`src/rtl/i2c_pkg.sv`:
```
// Shared types and widths for the I2C memory slave front-end.
// Pure declarations; no logic, no latency, no flow control.
package i2c_pkg;
    localparam int MEM_AW = 7;
    localparam int DATA_W = 8;

    typedef enum logic [3:0] {
        IDLE,
        DEV_ADDR,
        DEV_ACK,
        MEM_ADDR,
        MADDR_ACK,
        WR_DATA,
        WR_ACK,
        RD_DATA,
        RD_ACK,
        IGNORE
    } state_t;
endpackage

```
`src/rtl/i2c_line_sync.sv`:
```
// SCL/SDA synchronizers with one history flop; emits SCL edge pulses and START/STOP pulses.
// Pulses appear SYNC_STAGES+1 CLK after the pad edge; no backpressure (free-running sampler).
module i2c_line_sync #(
    parameter int SYNC_STAGES = 2
) (
    input  logic CLK,
    input  logic RST,
    input  logic scl_in,
    input  logic sda_in,
    output logic sda,
    output logic scl_rise,
    output logic scl_fall,
    output logic start_det,
    output logic stop_det
);
    logic [SYNC_STAGES-1:0] scl_sync;
    logic [SYNC_STAGES-1:0] sda_sync;
    logic                   scl_hist;
    logic                   sda_hist;
    logic                   scl;
    logic                   scl_high;
    logic                   sda_rise;
    logic                   sda_fall;

    // Lines idle high, so reset the chains to 1 to avoid a false edge after reset.
    always_ff @(posedge CLK) begin
        if (RST) begin
            scl_sync <= '1;
            sda_sync <= '1;
            scl_hist <= 1'b1;
            sda_hist <= 1'b1;
        end else begin
            scl_sync <= {scl_sync[SYNC_STAGES-2:0], scl_in};
            sda_sync <= {sda_sync[SYNC_STAGES-2:0], sda_in};
            scl_hist <= scl;
            sda_hist <= sda;
        end
    end

    assign scl       = scl_sync[SYNC_STAGES-1];
    assign sda       = sda_sync[SYNC_STAGES-1];
    assign scl_rise  = scl & ~scl_hist;
    assign scl_fall  = ~scl & scl_hist;
    assign sda_rise  = sda & ~sda_hist;
    assign sda_fall  = ~sda & sda_hist;
    assign scl_high  = scl & scl_hist;
    assign start_det = sda_fall & scl_high;
    assign stop_det  = sda_rise & scl_high;
endmodule

```
`src/rtl/i2c_mem_slave_ctrl.sv`:
```
// I2C slave front-end for the 128x8 register memory: byte framing, ACKs, auto-incrementing word pointer.
// Write strobe 1 CLK after the synchronized 8th scl_rise; SCL is never stretched, so no backpressure.
module i2c_mem_slave_ctrl
    import i2c_pkg::*;
#(
    parameter logic [MEM_AW-1:0] SLAVE_ADDR  = 7'h50,
    parameter int                SYNC_STAGES = 2
) (
    input  logic              CLK,
    input  logic              RST,
    input  logic              scl_in,
    input  logic              sda_in,
    output logic              sda_oe,
    output logic [MEM_AW-1:0] mem_addr,
    output logic [DATA_W-1:0] mem_wdata,
    output logic              mem_rw_en,
    input  logic [DATA_W-1:0] mem_rdata,
    output logic              busy
);
    localparam logic [3:0] BYTE_BITS = 4'd8;

    state_t            state;
    state_t            state_d;
    logic [DATA_W-1:0] shift;
    logic [DATA_W-1:0] shift_d;
    logic [DATA_W-1:0] rx_byte;
    logic [DATA_W-1:0] wdata_d;
    logic [3:0]        bit_cnt;
    logic [3:0]        bit_cnt_d;
    logic [MEM_AW-1:0] ptr;
    logic [MEM_AW-1:0] ptr_d;
    logic              sda_oe_d;
    logic              wr_d;
    logic              busy_d;
    logic              sda;
    logic              scl_rise;
    logic              scl_fall;
    logic              start_det;
    logic              stop_det;

    i2c_line_sync #(
        .SYNC_STAGES(SYNC_STAGES)
    ) u_line_sync (
        .CLK      (CLK),
        .RST      (RST),
        .scl_in   (scl_in),
        .sda_in   (sda_in),
        .sda      (sda),
        .scl_rise (scl_rise),
        .scl_fall (scl_fall),
        .start_det(start_det),
        .stop_det (stop_det)
    );

    assign rx_byte = {shift[DATA_W-2:0], sda};

    always_ff @(posedge CLK) begin
        if (RST) begin
            state <= IDLE;
        end else begin
            state <= state_d;
        end
    end

    // mem_addr trails ptr by one cycle, so the strobe cycle still carries the pre-increment address.
    always_ff @(posedge CLK) begin
        if (RST) begin
            shift     <= '0;
            bit_cnt   <= '0;
            ptr       <= '0;
            sda_oe    <= 1'b0;
            mem_addr  <= '0;
            mem_wdata <= '0;
            mem_rw_en <= 1'b0;
            busy      <= 1'b0;
        end else begin
            shift     <= shift_d;
            bit_cnt   <= bit_cnt_d;
            ptr       <= ptr_d;
            sda_oe    <= sda_oe_d;
            mem_addr  <= ptr;
            mem_wdata <= wdata_d;
            mem_rw_en <= wr_d;
            busy      <= busy_d;
        end
    end

    always_comb begin
        state_d   = state;
        shift_d   = shift;
        bit_cnt_d = bit_cnt;
        ptr_d     = ptr;
        sda_oe_d  = sda_oe;
        wdata_d   = mem_wdata;
        wr_d      = 1'b0;
        busy_d    = busy;

        if (mem_rw_en) begin
            ptr_d = ptr + MEM_AW'(1);
        end

        if (stop_det) begin
            state_d   = IDLE;
            bit_cnt_d = '0;
            sda_oe_d  = 1'b0;
            busy_d    = 1'b0;
        end else if (start_det) begin
            state_d   = DEV_ADDR;
            bit_cnt_d = '0;
            sda_oe_d  = 1'b0;
        end else begin
            case (state)
                DEV_ADDR, MEM_ADDR, WR_DATA: begin
                    if (scl_rise && bit_cnt != BYTE_BITS) begin
                        shift_d   = rx_byte;
                        bit_cnt_d = bit_cnt + 4'd1;
                        if (bit_cnt == BYTE_BITS - 4'd1) begin
                            if (state == MEM_ADDR) begin
                                ptr_d = rx_byte[MEM_AW-1:0];
                            end
                            if (state == WR_DATA) begin
                                wr_d    = 1'b1;
                                wdata_d = rx_byte;
                            end
                        end
                    end else if (scl_fall && bit_cnt == BYTE_BITS) begin
                        bit_cnt_d = '0;
                        if (state == DEV_ADDR && shift[DATA_W-1:1] != SLAVE_ADDR) begin
                            state_d = IGNORE;
                        end else begin
                            sda_oe_d = 1'b1;
                            busy_d   = busy | (state == DEV_ADDR);
                            state_d  = (state == DEV_ADDR) ? DEV_ACK :
                                       (state == MEM_ADDR) ? MADDR_ACK : WR_ACK;
                        end
                    end
                end
                DEV_ACK, MADDR_ACK, WR_ACK: begin
                    // shift[0] still holds the R/W bit of the device address byte.
                    if (scl_fall) begin
                        if (state == DEV_ACK && shift[0]) begin
                            shift_d  = mem_rdata;
                            sda_oe_d = ~mem_rdata[DATA_W-1];
                            state_d  = RD_DATA;
                        end else begin
                            sda_oe_d = 1'b0;
                            state_d  = (state == DEV_ACK) ? MEM_ADDR : WR_DATA;
                        end
                    end
                end
                RD_DATA: begin
                    if (scl_rise) begin
                        bit_cnt_d = bit_cnt + 4'd1;
                    end else if (scl_fall) begin
                        if (bit_cnt == BYTE_BITS) begin
                            bit_cnt_d = '0;
                            sda_oe_d  = 1'b0;
                            state_d   = RD_ACK;
                        end else begin
                            shift_d  = {shift[DATA_W-2:0], 1'b0};
                            sda_oe_d = ~shift[DATA_W-2];
                        end
                    end
                end
                RD_ACK: begin
                    if (scl_rise) begin
                        if (sda) begin
                            state_d = IGNORE;
                        end else begin
                            ptr_d = ptr + MEM_AW'(1);
                        end
                    end else if (scl_fall) begin
                        shift_d  = mem_rdata;
                        sda_oe_d = ~mem_rdata[DATA_W-1];
                        state_d  = RD_DATA;
                    end
                end
                default: ;
            endcase
        end
    end
endmodule

```
`config.mk`:
```
export PLATFORM = sky130hd
export DESIGN_NAME = i2c_mem_slave_ctrl
export DESIGN_NICKNAME = d
export VERILOG_FILES = /design/src/rtl/i2c_pkg.sv /design/src/rtl/i2c_line_sync.sv /design/src/rtl/i2c_mem_slave_ctrl.sv
export SDC_FILE = /design/constraint.sdc
export NUM_CORES = 1
export LEC_CHECK = 0
export CORE_AREA = 4 4 87 89
export CTS_BUF_LIST = sky130_fd_sc_hd__clkbuf_8 sky130_fd_sc_hd__clkbuf_16
export CTS_CLUSTER_SIZE = 16
export DETAILED_ROUTE_END_ITERATION = 10
export DIE_AREA = 0 0 91 93
export PLACE_DENSITY = 0.56
export SKIP_LAST_GASP = 1
export SLEW_MARGIN = 25
export SYNTH_ARGS = -nofsm -noshare
export SYNTH_HDL_FRONTEND = slang
export SYNTH_SLANG_ARGS = --single-unit
```
`constraint.sdc`:
```
create_clock -name CLK -period 2.2 [get_ports CLK]
set_input_delay 0.44 -clock CLK [delete_from_list [all_inputs] [get_ports CLK]]
set_output_delay 0.44 -clock CLK [all_outputs]
set_load 0.02 [all_outputs]
```
## After elaboration in Yosys (flattened, before gate mapping)

Index checks and enable logic that the tools add are counted.

| storage, ports and cells | value |
|---|---|
| output and inout port bits | 18 |
| bits of input ports | 12 |
| logic and storage cells | 144 |
| register bits after elaboration | 47 |

| operators by class | value |
|---|---|
| reduce and logical (&&, ||, !) cells | 19 |
| $add $sub $neg | 2 |
| muxes and demuxes | 52 |
| eq/ne operators | 37 |
| bitwise gates (word level) | 20 |

Operators with widths:

| kind | count |
|---|---|
| $mux 8 | 8 |
| $mux 4 | 15 |
| $mux 7 | 8 |
| $pmux 8 s4 | 1 |
| $ne 3x3->1 const B | 10 |
| $reduce_and 9->1 | 3 |
| $ne 2x2->1 const B | 12 |
| $eq 4x3->1 const B | 5 |
| $pmux 4 s4 | 1 |
| $pmux 7 s2 | 1 |
| $mux 1 | 12 |
| $not 1->1 | 12 |
| $reduce_and 11->1 | 1 |
| $mux 3 | 3 |
| $reduce_or 3->1 | 3 |
| $eq 4x2->1 const B | 2 |
| $eq 4x4->1 const B | 2 |
| $ne 4x4->1 const B | 2 |
| $pmux 4 s2 | 1 |
| $add 7x1->7 const B | 1 |
| $and 1x1->1 | 7 |
| $ne 7x7->1 const B | 1 |
| $reduce_and 6->1 | 1 |
| $reduce_or 6->1 | 1 |
| 14 further kinds | 17 |

## Longest topological paths before layout

Gate-level depths: netlist (run 1).

| depth | value |
|---|---|
| depth after elaboration | 8 |
| mapped depth | 9 |
| depth with buffers taken out | 7 |

## Hierarchy

Synthesis (run 1) repeated with hierarchy kept, for this count alone.

| second synthesis, totals | value |
|---|---|
| cells, all modules | 274 |
| area total of the unflattened synthesis | 2457.4 µm² |

Modules (own cells, without submodules):

| module | area an instance (µm²) | sequential area each (µm²) | cells each | times used |
|---|---|---|---|---|
| i2c_mem_slave_ctrl | 2267.2 | 820.8 | 258 | 1 |
| i2c_line_sync | 190.2 | 120.1 | 16 | 1 |

## Worst setup path after synthesis (run 1)

No wires, ideal clock.

| timing path | value |
|---|---|
| kind | register to register |
| start | reg u_line_sync.scl_hist |
| end | reg shift[5] |
| buffers on the path | 2 |
| arrival | 1.819 ns |
| cell stages (with the launch flop) | 10 |
| required time | 2.130 ns |
| slack | 0.312 ns |
| clock period less this slack | 1.888 ns |
| setup time | 0.070 ns |
| path through | dfxtp_1 inv_1 ha_1 buf_6 a21boi_0 o21ai_2 a32o_2 buf_6 or3_1 a21oi_1 |

| on the way | value |
|---|---|
| longest elaborated chain between the ends | 5 |
| elaborated cells on any way between the ends | 16 |
| classes of those cells | eq/ne (6); bitwise (8); reduce/logical (2) |

RTL lines:

| what | RTL line | text |
|---|---|---|
| from (decl) | i2c_line_sync.sv:18 | `logic scl_hist;` |
| from (signal assigned) | i2c_line_sync.sv:35 | `scl_hist <= scl;` |
| $not 1->1 | i2c_line_sync.sv:42 | `assign scl_rise = scl & ~scl_hist;` |
| $and 1x1->1 | i2c_line_sync.sv:42 |  |
| $logic_and 1x1->1 | i2c_mem_slave_ctrl.sv:114 | `if (scl_rise && bit_cnt != BYTE_BITS) begin` |
| $ne 2x2->1 (no line) | n/a |  |
| $reduce_and 11->1 (no line) (*) | n/a |  |
| to (signal assigned) | i2c_mem_slave_ctrl.sv:77 | `shift <= shift_d;` |
| to (decl) | i2c_mem_slave_ctrl.sv:24 | `logic [DATA_W-1:0] shift;` |

Every way passes the cells marked *; elsewhere a longest branch is shown, timed or not.
A chain may end at the register's enable or synchronous reset.

## Worst setup path in the final report (run 1)

| timing path | value |
|---|---|
| start | reg state[2] |
| end | reg shift[3] |

| on the way | value |
|---|---|
| longest elaborated chain between the ends | 4 |
| elaborated cells on any way between the ends | 22 |
| classes of those cells | eq/ne (16); mux (1); reduce/logical (5) |

RTL lines:

| what | RTL line | text |
|---|---|---|
| from (decl) | i2c_mem_slave_ctrl.sv:22 | `state_t state;` |
| from (signal assigned) | i2c_mem_slave_ctrl.sv:61 | `state <= state_d;` |
| $eq 4x2->1 (tied with other cells) | i2c_mem_slave_ctrl.sv:112, i2c_mem_slave_ctrl.sv:141 |  |
| $reduce_or 3->1 / $logic_and 1x1->1 (equally long branches) | i2c_mem_slave_ctrl.sv:112, i2c_mem_slave_ctrl.sv:141 |  |
| $ne 2x2->1 (no line) / $reduce_bool 4->1 (equally long branches) | n/a |  |
| $reduce_and 11->1 (no line) | n/a |  |

Parallel ways exist; a longest one is shown, timed or not.

==> results of run 1 <==
==> cell type report <==
class                   count  share of cell area
clock buffers               6              0.0260
inverters                   7             0.00829
clock inverters             2              0.0122
well taps                  80              0.0316
flip-flops and latches     47               0.297
repair buffers             48               0.137
multi-input cells         224               0.489
==> flip-flops by register name, summed over array words and instances, names as in the netlist, 2 cells and up <==
| signal | flops |
|---|---|
| u_line_sync.sda_sync | 2 |
| bit_cnt | 4 |
| ptr | 7 |
| u_line_sync.scl_sync | 2 |
| mem_addr | 7 |
| shift | 8 |
| state | 4 |
| mem_wdata | 8 |
==> metal layers <==
layer | up-vias | track usage | share of wire
met5 | - | 0 | 0
met4 | 0 | 0.0465 | 0.014
met3 | 9 | 0.0346 | 0.049
met2 | 56 | 0.237 | 0.45
met1 | 1052 | 0.219 | 0.48
li1 | 1131 | - | -
==> cells in the mapped netlist (all sizes together), types with 2 or more instances <==
| library cell | n |
|---|---|
| a21o | 3 |
| o22ai | 3 |
| buf | 10 |
| nand4 | 3 |
| a2bb2oi | 2 |
| ha | 6 |
| dfxtp | 47 |
| xnor2 | 8 |
| o21ai | 21 |
| mux2i | 17 |
| nor3 | 9 |
| clkbuf | 5 |
| o2bb2ai | 3 |
| nand3 | 7 |
| nand2 | 16 |
| o211a | 2 |
| and2b | 3 |
| nor3b | 3 |
| a32o | 2 |
| or2 | 6 |
| a22oi | 3 |
| a21oi | 16 |
| or3 | 7 |
| o21a | 5 |
| nor2b | 11 |
| o211ai | 4 |
| nand2b | 3 |
| inv | 7 |
| and2 | 2 |
| nor2 | 29 |
| and3 | 2 |
| xor2 | 6 |
| nor4b | 3 |
==> final timing paths <==
path	endpoint	slack, ns	cells past startpoint	from
max	shift[3]	0.09	6	state[2]
min	u_line_sync.sda_sync[1]	0.42	1	u_line_sync.sda_sync[0]
max reg2reg	shift[3]	0.09	6	state[2]
min reg2reg	u_line_sync.sda_sync[1]	0.42	1	u_line_sync.sda_sync[0]
==> logic make-up after synthesis <==
family,Yosys count
and+or+nand+nor,109
AOI/OAI and AO/OA,77
muxes,18
adders and majority gates,6
buffers and inverters,23
xor gates and xnor gates,14
DFF,47
==> what timing repair did <==
action	in CTS	in global routing
hold buffers	0	0
endpoints found under the setup margin	0	5
hold endpoints to repair	0	0
resized for setup	0	3
setup buffers	0	3
==> through the flow <==
| step | total power, mW | instance area (µm²) |
|---|---|---|
| after global placement | 1.17 | 3020 |
| final | 1.87 | 3170 |
| after floorplan | 1.10 | 2650 |
| after detailed placement | 1.17 | 3020 |
| after global routing | 1.95 | 3170 |
| after CTS | 1.88 | 3140 |
==> layout by cell type, fill, tap and decap left out, types with 7 or more instances in the layout <==
cell and instances:
dfxtp_1 47, clkdlybuf4s50_1 29, nor2_1 28, buf_4 19, o21ai_0 18, mux2i_1 17, a21oi_1 16, nand2_1 15
nor2b_1 11, nor3_1 8, xnor2_1 8, inv_1 7, nand3_1 7
==> power groups by stage <==
stage	Clock [mW]	Combinational, mW	Sequential [mW]
after global routing	0.756	0.300	0.896
after detailed placement	0	0.261	0.912
after CTS	0.727	0.262	0.892
after global placement	0	0.262	0.912
after floorplan	0	0.206	0.898
final	0.707	0.273	0.893
==> impl.org, run 1 <==
** Logic synthesis
- Synthesis inferred 47 register bits.
- Ranked by total cell area, the synthesized netlist is headed by dfxtp_1, mux2i_1, nor2_1, o21ai_0, buf_6.
- After synthesis, the largest family of logic cells by area is simple AND/OR/NAND/NOR gates.
- Area of the mapped netlist :: 2650 µm²
- Multiplexer share of the synthesized area :: 0.0684
- Library cells used by synthesis :: 70
- Among all flip-flop cells after synthesis, the most frequent one is dfxtp_1.
- Fraction of the mapped netlist area in compound gates :: 0.198
- Biggest area consumer among synthesized cells :: dfxtp_1
- Simple-gate portion of the synthesized area :: 0.241
- Post-synth EDFFs :: 0
- Ys async rst share :: 0
- In this run the mean area of a mapped cell was 9.03 µm².
- For this run, the register share of the synthesized area comes to 0.355.
- Syn nets :: 312
- Post-Synthesis Cells :: 294
- The Yosys step of the flow raised 0 warnings.
- Of the post-synthesis cell area, the dominant cell type holds 0.355.
- Of the total synthesized cell area, the portion taken by full adders, half adders and majority gates is 0.0283.
- Xor/xnor share of the synthesized area :: 0.0462

** Pwr
- Of the total power, the clock network draws 0.377.
- Power share of the sequential group :: 0.477
- Switch share :: 0.269
- Areal power density over the cells :: 590 nW/µm²
- Total net switching power :: 0.504 mW
- IR drop worst, VDD :: 0.247 mV
- The analysis attributes to cell leakage a power of 1.17 nW.
- Combinational share of power :: 0.146
- Internal power comes to 1.37 mW.

** Critical path
- In this design, the stage delay of the slowest critical-path cell is 0.70 ns.
- Number of buffer and inverter instances along the worst setup path :: 1
- Crit path DAT :: 2.36 ns
- The critical path is of the reg -> reg type.
- At the worst endpoint, the required time is 2.45 ns.
- On the critical path the largest part of the delay comes from flip-flops.
- Critical Path End Type :: flip-flop
- Worst-path cell chain :: and2_2 -> o211ai_1 -> a32o_2 -> buf_4 -> or3_1 -> a21oi_1
- Slowest cell on the critical path :: dfxtp_1
- Worst setup SP type :: flip-flop
- Along the worst path, the maximum fanout reaches 14.

** Placed design
- Prior to clock tree synthesis, the placed netlist has a worst setup slack of 0.107 ns.
- Port Buffer Count :: 29
- Detailed placement finished with a half-perimeter wire length of 4680 µm.
- The congestion estimate from routability-driven global placement came to 0.930.
- Including well taps, the total number of placed cells is 403.

** Detailed routing
- DRC violation count after routing :: 0
- Wires add up to 6480 µm.
- Via density per instance :: 5.43
- Remaining antenna violation count :: 0
- Dividing the detail-routed wire length by the instance count gives 15.6 µm.
- The detailed router finished its first iteration with 131 violations.
- The first detailed-routing pass ran for 4 iterations.
- Across all layers, the routed design uses 2248 vias.

** Cells and area
- Filler-free cell count of the finished design :: 414
- Post-route core utilization :: 0.469
- Area Growth Syn to Fin :: 19.5%
- In the final layout, the share of cells above drive strength 1 is 0.159.
- Counting the fill cells in the layout gives 655.
- In the final layout, the multi-input gates occupy 1550 µm².
- 0 antenna diodes ended up in the layout.
- Sequential standard cell area :: 941 µm²
- The final layout contains 351 nets.

** Timing
- Setup violations remaining at the end of the flow were counted as 0.
- Final Max Slew Viols :: 0
- Share of the clock period used by the worst path :: 0.959
- Endpoints failing hold :: 0
- Derived from the worst setup path, the maximum achievable clock frequency is 474 MHz.
- Final Hold Slack :: 0.424 ns
- Counting I/O delays and the setup requirement, the final critical path takes 2.11 ns.
- Setup repair after global routing left no endpoint under its margin.
- Least-Margin Pin Slew :: 0.576 ns
- Final total negative setup slack :: 0 ns
- Setup slack on the critical path of the routed design comes to 0.0896 ns.
- Between clock sinks in the finished design, the worst skew comes to 0.0110 ns.
- Worst-case headroom to the max-slew limit :: 0.616

** Die
- Core Footprint :: 6760 µm²
- IO Pins :: 30
- Std cell rows :: 30
- Area of the die :: 8460 µm²
- Die Width :: 91 µm
- Initial core utilization :: 0.393
- Measured along the y axis, the die boundary spans 93 µm.

** Global routing
- The initial antenna violation count was 0.
- Across every metal layer, demand over resource in global routing totals 0.155.
- Maximum number of pins on one net before global-route repair :: 29
- The via count of the first global-routing pass is 2069.
- Total congestion overflow after global routing :: 0
- The first global-routing pass estimated 10600 µm of wire.

** CTS
- Clock transition at path regs :: 0.09 ns
- Clock tree synthesis inserted a total of 5 buffers.
- # clock sinks :: 47
- Number of buffers between clock root and the deepest sink :: 2
- CTS H-tree depth :: 2
- Clock network latency to the later pin of the worst-skew pair :: 0.32 ns
- CTS tree :: yes
- The tree is rooted in a clkbuf_8.

** Min path
- Worst Hold Class :: reg -> reg

** Run
- Max cap viols :: 0

** Outcome
- The run finished with clean final reports.
Note: power is estimated with default switching activity, not from simulation.
==> run 2, diff against run 1 <==
Clock period 2.2 ns to 2.7 ns, I/O delays scaled along.
==> impl.org, run 2 (synthesis gave the netlist of run 1 again) <==
** Outcome
- Run status :: finished clean (unchanged)

** Cells and area
- The final instance count without filler cells came to 399 (was 414).
- Commonest cells after routing, fill and taps aside: dfxtp_1, clkdlybuf4s50_1, nor2_1 (unchanged).
- Area Growth Syn to Fin :: 15.0% (was 19.5%)
- Number of antenna repair diodes :: 0 (unchanged)
- Share of final-layout standard cells stronger than drive strength 1 :: 0.113 (was 0.159)
- Most frequent standard cell in the layout excluding fill and tap cells :: dfxtp_1 (unchanged)
- The final core area utilization came to 0.452 (was 0.469).
- Regs by FF count: mem_wdata: 8 flops, shift: 8 flops (unchanged).
- The number of nets in the finished design came to 336 (was 351).

** Die
- The initial core utilization was 0.393 (unchanged).
- Std cell rows :: 30 (unchanged)
- The floorplan die area came to 8460 µm² (unchanged).
- The I/O pin count was 30 (unchanged).
- Core Footprint :: 6760 µm² (unchanged)
- Die H :: 93 µm (unchanged)
- The die outline width is 91 µm (unchanged).

** Detailed routing
- Via density per instance :: 5.44 (was 5.43)
- The number of optimization iterations in the first detailed-route pass came to 5 (was 4).
- The post-route antenna net violation count was 0 (unchanged).
- The number of DRC markers after the initial detailed-route iteration came to 147 (was 131).
- DRC violation count after routing :: 0 (unchanged)
- The wire length per cell came to 15.5 µm (was 15.6 µm).
- The post-detailed-routing wire length is 6180 µm (was 6480 µm).
- The total number of vias is 2172 (was 2248).

** Critical path
- The type of destination of the critical path is a flip-flop (unchanged).
- Peak per-stage delay on the critical path :: 0.76 ns (was 0.70 ns)
- Crit path DAT :: 2.42 ns (was 2.36 ns)
- Number of buffer and inverter instances along the worst setup path :: 0 (was 1)
- Crit path max-delay family :: flip-flops (unchanged)
- Setup CP Type :: reg -> reg (unchanged)
- Slowest cell on the critical path :: dfxtp_1 (unchanged)
- The required time of the critical path is 2.93 ns (was 2.45 ns).
- Worst Path Max Fanout :: 17 (was 14)
- Worst setup SP type :: flip-flop (unchanged)
- Worst-path cell chain :: and2_2 -> o211ai_1 -> a32o_2 -> or3_2 -> a21oi_1 (was and2_2 -> o211ai_1 -> a32o_2 -> buf_4 -> or3_1 -> a21oi_1)

** Pwr
- The total power density per cell area was 485 nW/µm² (was 590 nW/µm²).
- IR drop worst, VDD :: 0.255 mV (was 0.247 mV)
- The static leakage was 1.10 nW (was 1.17 nW).
- Final Total Pwr :: 1.48 mW (was 1.87 mW)

** Placed design
- The cell count after placement is 391 (was 403).
- GPL Wtd Cong :: 0.898 (was 0.930)
- The post-DP HPWL is 4380 µm (was 4680 µm).
- The number of input and output port buffers inserted is 29 (unchanged).
- The worst slack after detailed placement was 0.530 ns (was 0.107 ns).

** Timing
- Final total negative setup slack :: 0 ns (unchanged)
- The worst clock skew is 0.0119 ns (was 0.0110 ns).
- The final critical-path share of the clock period came to 0.809 (was 0.959).
- Setup repair after global routing missed its margin: no (unchanged).
- The final critical-path setup slack is 0.517 ns (was 0.0896 ns).
- Max Clock Freq :: 458 MHz (was 474 MHz)
- Min Clock Period, post-route :: 2.18 ns (was 2.11 ns)
- The setup-violating endpoint count in the final report was 0 (unchanged).
- Least-Margin Pin Slew :: 0.667 ns (was 0.576 ns)
- The final-report max-slew violation count was 0 (unchanged).
- Endpoints failing hold :: 0 (unchanged)
- Worst-case headroom to the max-slew limit :: 0.555 (was 0.616)

** CTS
- CTS-repair resized insts :: 0 (unchanged)
- Buffers inserted by post-CTS timing repair :: 0 (unchanged)
- The depth of the CTS H-tree was 2 (unchanged).
- The number of buffers added to fix hold violations after cts is 0 (unchanged).
- The clock input transition at the sequential cells of the worst setup and hold paths was 0.10 ns (was 0.09 ns).
- The maximum root-to-sink buffer count was 2 (unchanged).
- The later-pin clock latency in the skew report came to 0.31 ns (was 0.32 ns).
- The TritonCTS clock tree was yes (unchanged).
- The number of clock buffers inserted by TritonCTS is 5 (unchanged).
- The buffer cell driving the clock tree root was clkbuf_8 (unchanged).
- # clock sinks :: 47 (unchanged)

** Global routing
- Total congestion overflow after global routing :: 0 (unchanged)
- Antenna violations before repair :: 0 (unchanged)
- Maximum number of pins on one net before global-route repair :: 31 (was 29)
- The via count of the first global-routing pass came to 2010 (was 2069).
- The combined global-route utilization of all metal layers is 0.152 (was 0.155).
- The wire length of the first global-routing pass was 10400 µm (was 10600 µm).

** Min path
- The worst hold path class was reg -> reg (unchanged).

** Run
- The number of maximum-capacitance constraint violations came to 0 (unchanged).
-- run 2: path summary, 6_finish.rpt --
check | start | to | slack, ns | cells past startpoint
hold reg to reg | u_line_sync.sda_sync[0] | u_line_sync.sda_sync[1] | 0.43 | 1
setup / recovery | state[2] | shift[6] | 0.52 | 5
setup reg to reg | state[2] | shift[6] | 0.52 | 5
hold / removal | u_line_sync.sda_sync[0] | u_line_sync.sda_sync[1] | 0.43 | 1
-- run 2: routing by layer --
layer / global-route usage / wire, µm
met1: 0.214 / 3100
met2: 0.231 / 2660
met3: 0.0354 / 305
met4: 0.0477 / 110
met5: 0 / 0
-- run 2: through the flow --
stage	instance area, µm²	hold slack [ns]
after floorplan	2650	0.389
after global placement	2930	0.409
after detailed placement	2930	0.406
after CTS	3050	0.435
after global routing	3050	0.447
final	3050	0.431
-- run 2: area by class of cell --
class,count,area [µm²]
multi-input combinational,224,1540
sequential,47,941
tap,80,100
inverter,7,26.3
timing repair buffer,33,320
clock buffer,6,82.6
clock inverter,2,38.8
fill,650,3700
-- run 2: where the power goes --
| part | internal [mW] | leakage, nW | total (mW) | switching, mW |
|---|---|---|---|---|
| combinational | 0.0850 | 0.659 | 0.187 | 0.102 |
| sequential | 0.705 | 0.380 | 0.737 | 0.0316 |
| clock | 0.305 | 0.0618 | 0.556 | 0.251 |
==> run 3, diff against run 2 <==
Settings changed: PLACE_DENSITY 0.56 to 0.58.
Clock period 2.7 ns to 1.9 ns, I/O delays scaled along.
==> impl.org, run 3 (synthesis gave the netlist of run 1 again) <==
** Outcome
- Run status :: finished, violations left (was finished clean)
- The final reports fail on negative setup slack.

** Global routing
- Antenna violations before repair :: 0 (unchanged)
- GRT Util Overall :: 0.160 (was 0.152)
- The overflow left after global routing came to 0 (unchanged).
- The wire length of the first global-routing pass came to 11000 µm (was 10400 µm).
- Via count of the first global-routing pass :: 2188 (was 2010)
- Maximum number of pins on one net before global-route repair :: 33 (was 31)

** Timing
- PnR worst setup slack :: -0.00799 ns (was 0.517 ns)
- Least-Margin Pin Slew :: 0.486 ns (was 0.667 ns)
- The setup-violating endpoint count in the final report is 1 (was 0).
- Share of the clock period used by the worst path :: 1.00 (was 0.809)
- Worst-case headroom to the max-slew limit :: 0.674 (was 0.555)
- Min Clock Period, post-route :: 1.91 ns (was 2.18 ns)
- Final Hold Slack :: 0.433 ns (was 0.431 ns)
- The worst clock skew is 0.00506 ns (was 0.0119 ns).
- The highest clock frequency the design can meet was 524 MHz (was 458 MHz).
- Setup repair after global routing missed its margin: yes (was no).
- Final total negative setup slack :: -0.00799 ns (was 0 ns)
- Final Max Slew Viols :: 0 (unchanged)
- The final-report hold violation count was 0 (unchanged).

** Placed design
- The number of input and output port buffers inserted was 29 (unchanged).
- GPL Wtd Cong :: 0.880 (was 0.898)
- HPWL Detailed :: 4690 µm (was 4380 µm)

** Detailed routing
- Via count of the routed design :: 2298 (was 2172)
- Routed wirelength normalized by instance count :: 15.7 µm (was 15.5 µm)
- Routed wire length :: 6750 µm (was 6180 µm)
- Remaining antenna violation count :: 0 (unchanged)
- Via density per instance :: 5.34 (was 5.44)
- The number of optimization iterations in the first detailed-route pass came to 4 (was 5).
- Number of design-rule violations left by the first detailed-router iteration :: 159 (was 147)
- The DRC violation count after routing came to 0 (unchanged).

** Pwr
- The register share of total power came to 0.468 (was 0.498).
- The switching share of power came to 0.261 (was 0.260).
- The total internal power is 1.62 mW (was 1.10 mW).
- The static leakage was 1.27 nW (was 1.10 nW).
- Clock power share :: 0.362 (was 0.376)
- Areal power density over the cells :: 647 nW/µm² (was 485 nW/µm²)
- The worst ir drop on vdd is 0.349 mV (was 0.255 mV).
- Combinational share of power :: 0.171 (was 0.126)
- Total net switching power :: 0.573 mW (was 0.385 mW)
- Final Total Pwr :: 2.19 mW (was 1.48 mW)

** Critical path
- Crit path required time :: 2.10 ns (was 2.93 ns)
- Number of cells on the worst reg-to-reg path :: 8 (was 5)
- Crit path DAT :: 2.11 ns (was 2.42 ns)
- The type of destination of the critical path is a flip-flop (unchanged).
- Capture instance of the worst register-to-register path :: shift[0] (was shift[6])
- Worst setup SP type :: flip-flop (unchanged)
- Worst r2r src :: u_line_sync.scl_hist (was state[2])
- The category of the critical setup timing path is reg -> reg (unchanged).
- The maximum fanout count along the critical path was 6 (was 17).
- Reg2reg setup slack :: -0.008 ns (was 0.52 ns)

** Cells and area
- Final #Nets :: 367 (was 336)
- The final core area utilization was 0.501 (was 0.452).
- The antenna cell count is 0 (unchanged).
- Most frequent standard cell in the layout excluding fill and tap cells :: dfxtp_1 (unchanged)
- Share of final-layout standard cells stronger than drive strength 1 :: 0.231 (was 0.113)
- Regs by FF count: mem_wdata: 8 flops, shift: 8 flops (unchanged).
- The area growth from synthesis to layout was 27.6% (was 15.0%).
- Commonest cells after routing, fill and taps aside :: dfxtp_1, buf_4, clkdlybuf4s50_1 (was dfxtp_1, clkdlybuf4s50_1, nor2_1)

** CTS
- The maximum root-to-sink buffer count was 2 (unchanged).
- Clock buffers created by TritonCTS :: 5 (unchanged)
- CTS H-tree depth :: 2 (unchanged)
- # clock sinks :: 47 (unchanged)
- CTS tree :: yes (unchanged)
- Clk Tree Root Cell :: clkbuf_8 (unchanged)
- Clock transition at path regs :: 0.09 ns (was 0.10 ns)
- The later-pin clock latency in the skew report was 0.30 ns (was 0.31 ns).

** Die
- The I/O pin count was 30 (unchanged).
- The die boundary height was 93 µm (unchanged).
- Std cell rows :: 30 (unchanged)
- The die outline width is 91 µm (unchanged).
- Initial core utilization :: 0.393 (unchanged)
- The standard cell core area came to 6760 µm² (unchanged).
- Area of the die :: 8460 µm² (unchanged)

** Min path
- The endpoint of the worst hold-timing path was u_line_sync.sda_sync[1] (unchanged).
- The depth of the worst hold-timing path was 1 (unchanged).
- The worst hold path class is reg -> reg (unchanged).
- HP Start :: u_line_sync.sda_sync[0] (unchanged)

** Run
- Max cap viols :: 0 (unchanged)
[run 3: cell count changes in the layout (fill, tap and decap cells not counted), moves of 3 or more]
cell     delta
buf_4      +26
dfxtp_1     -4
buf_12      +3
dfxtp_2     +3
o21ai_0     -3
o21ai_1     +3
[run 3: per-layer routing]
metal / global-route usage / wire length, µm / part of all wire
met2: 0.254 / 3120 / 0.46
met3: 0.0241 / 215 / 0.032
met5: 0 / 0 / 0
met4: 0.0465 / 141 / 0.021
met1: 0.223 / 3280 / 0.48
[run 3: layout make-up]
| cell class | count | area (µm²) |
|---|---|---|
| clock inverters | 2 | 38.8 |
| clock buffers | 6 | 82.6 |
| fillers | 624 | 3370 |
| multi-input cells | 225 | 1600 |
| well taps | 80 | 100 |
| flip-flops and latches | 47 | 948 |
| inverters | 7 | 26.3 |
| repair buffers | 63 | 587 |
[run 3: worst max-delay path by stage]
stage	startpoint	end	slack (ns)	depth (start not counted)
after global placement	u_line_sync.scl_hist	shift[6]	0.004	7
after floorplan	u_line_sync.scl_hist	shift[5]	0.01	9
after detailed placement	u_line_sync.scl_hist	shift[6]	-0.08	7
final	u_line_sync.scl_hist	shift[0]	-0.008	8
after CTS	bit_cnt[1]	shift[6]	0.003	7
after global routing	u_line_sync.scl_hist	ptr[5]	-0.13	7
[run 3: critical path, stage by stage, from the launching register on]
cell,delay (ns)
dfxtp_2,0.35
buf_4,0.11
ha_2,0.19
nor2b_4,0.15
nand4_1,0.12
buf_4,0.18
a32o_2,0.30
a2111o_1,0.29
o211a_1,0.12
[run 3: what timing repair did]
action                                  4_1_cts  5_1_grt
gates resized for setup                       3       20
endpoints found under the setup margin        8       27
buffers inserted                              1        5
hold buffers                                  0        0
pin swaps                                     3       12
hold endpoints to repair                      0        0
gates cloned                                  1        0
[run 3: stage by stage]
step                cells  setup WS [ns]  area, µm²
floorplan             294         0.0118       2650
global placement      415        0.00386       3150
detailed placement    415        -0.0789       3150
CTS                   425        0.00339       3290
global route          430         -0.126       3390
finish                430       -0.00799       3390
[run 3: power groups by stage]
stage	Sequential [mW]	Combinational, mW	Clock, mW
after detailed placement	1.05	0.351	0
after floorplan	1.04	0.239	0
after global placement	1.05	0.351	0
after global routing	1.03	0.406	0.856
after CTS	1.02	0.360	0.817
final	1.02	0.374	0.793
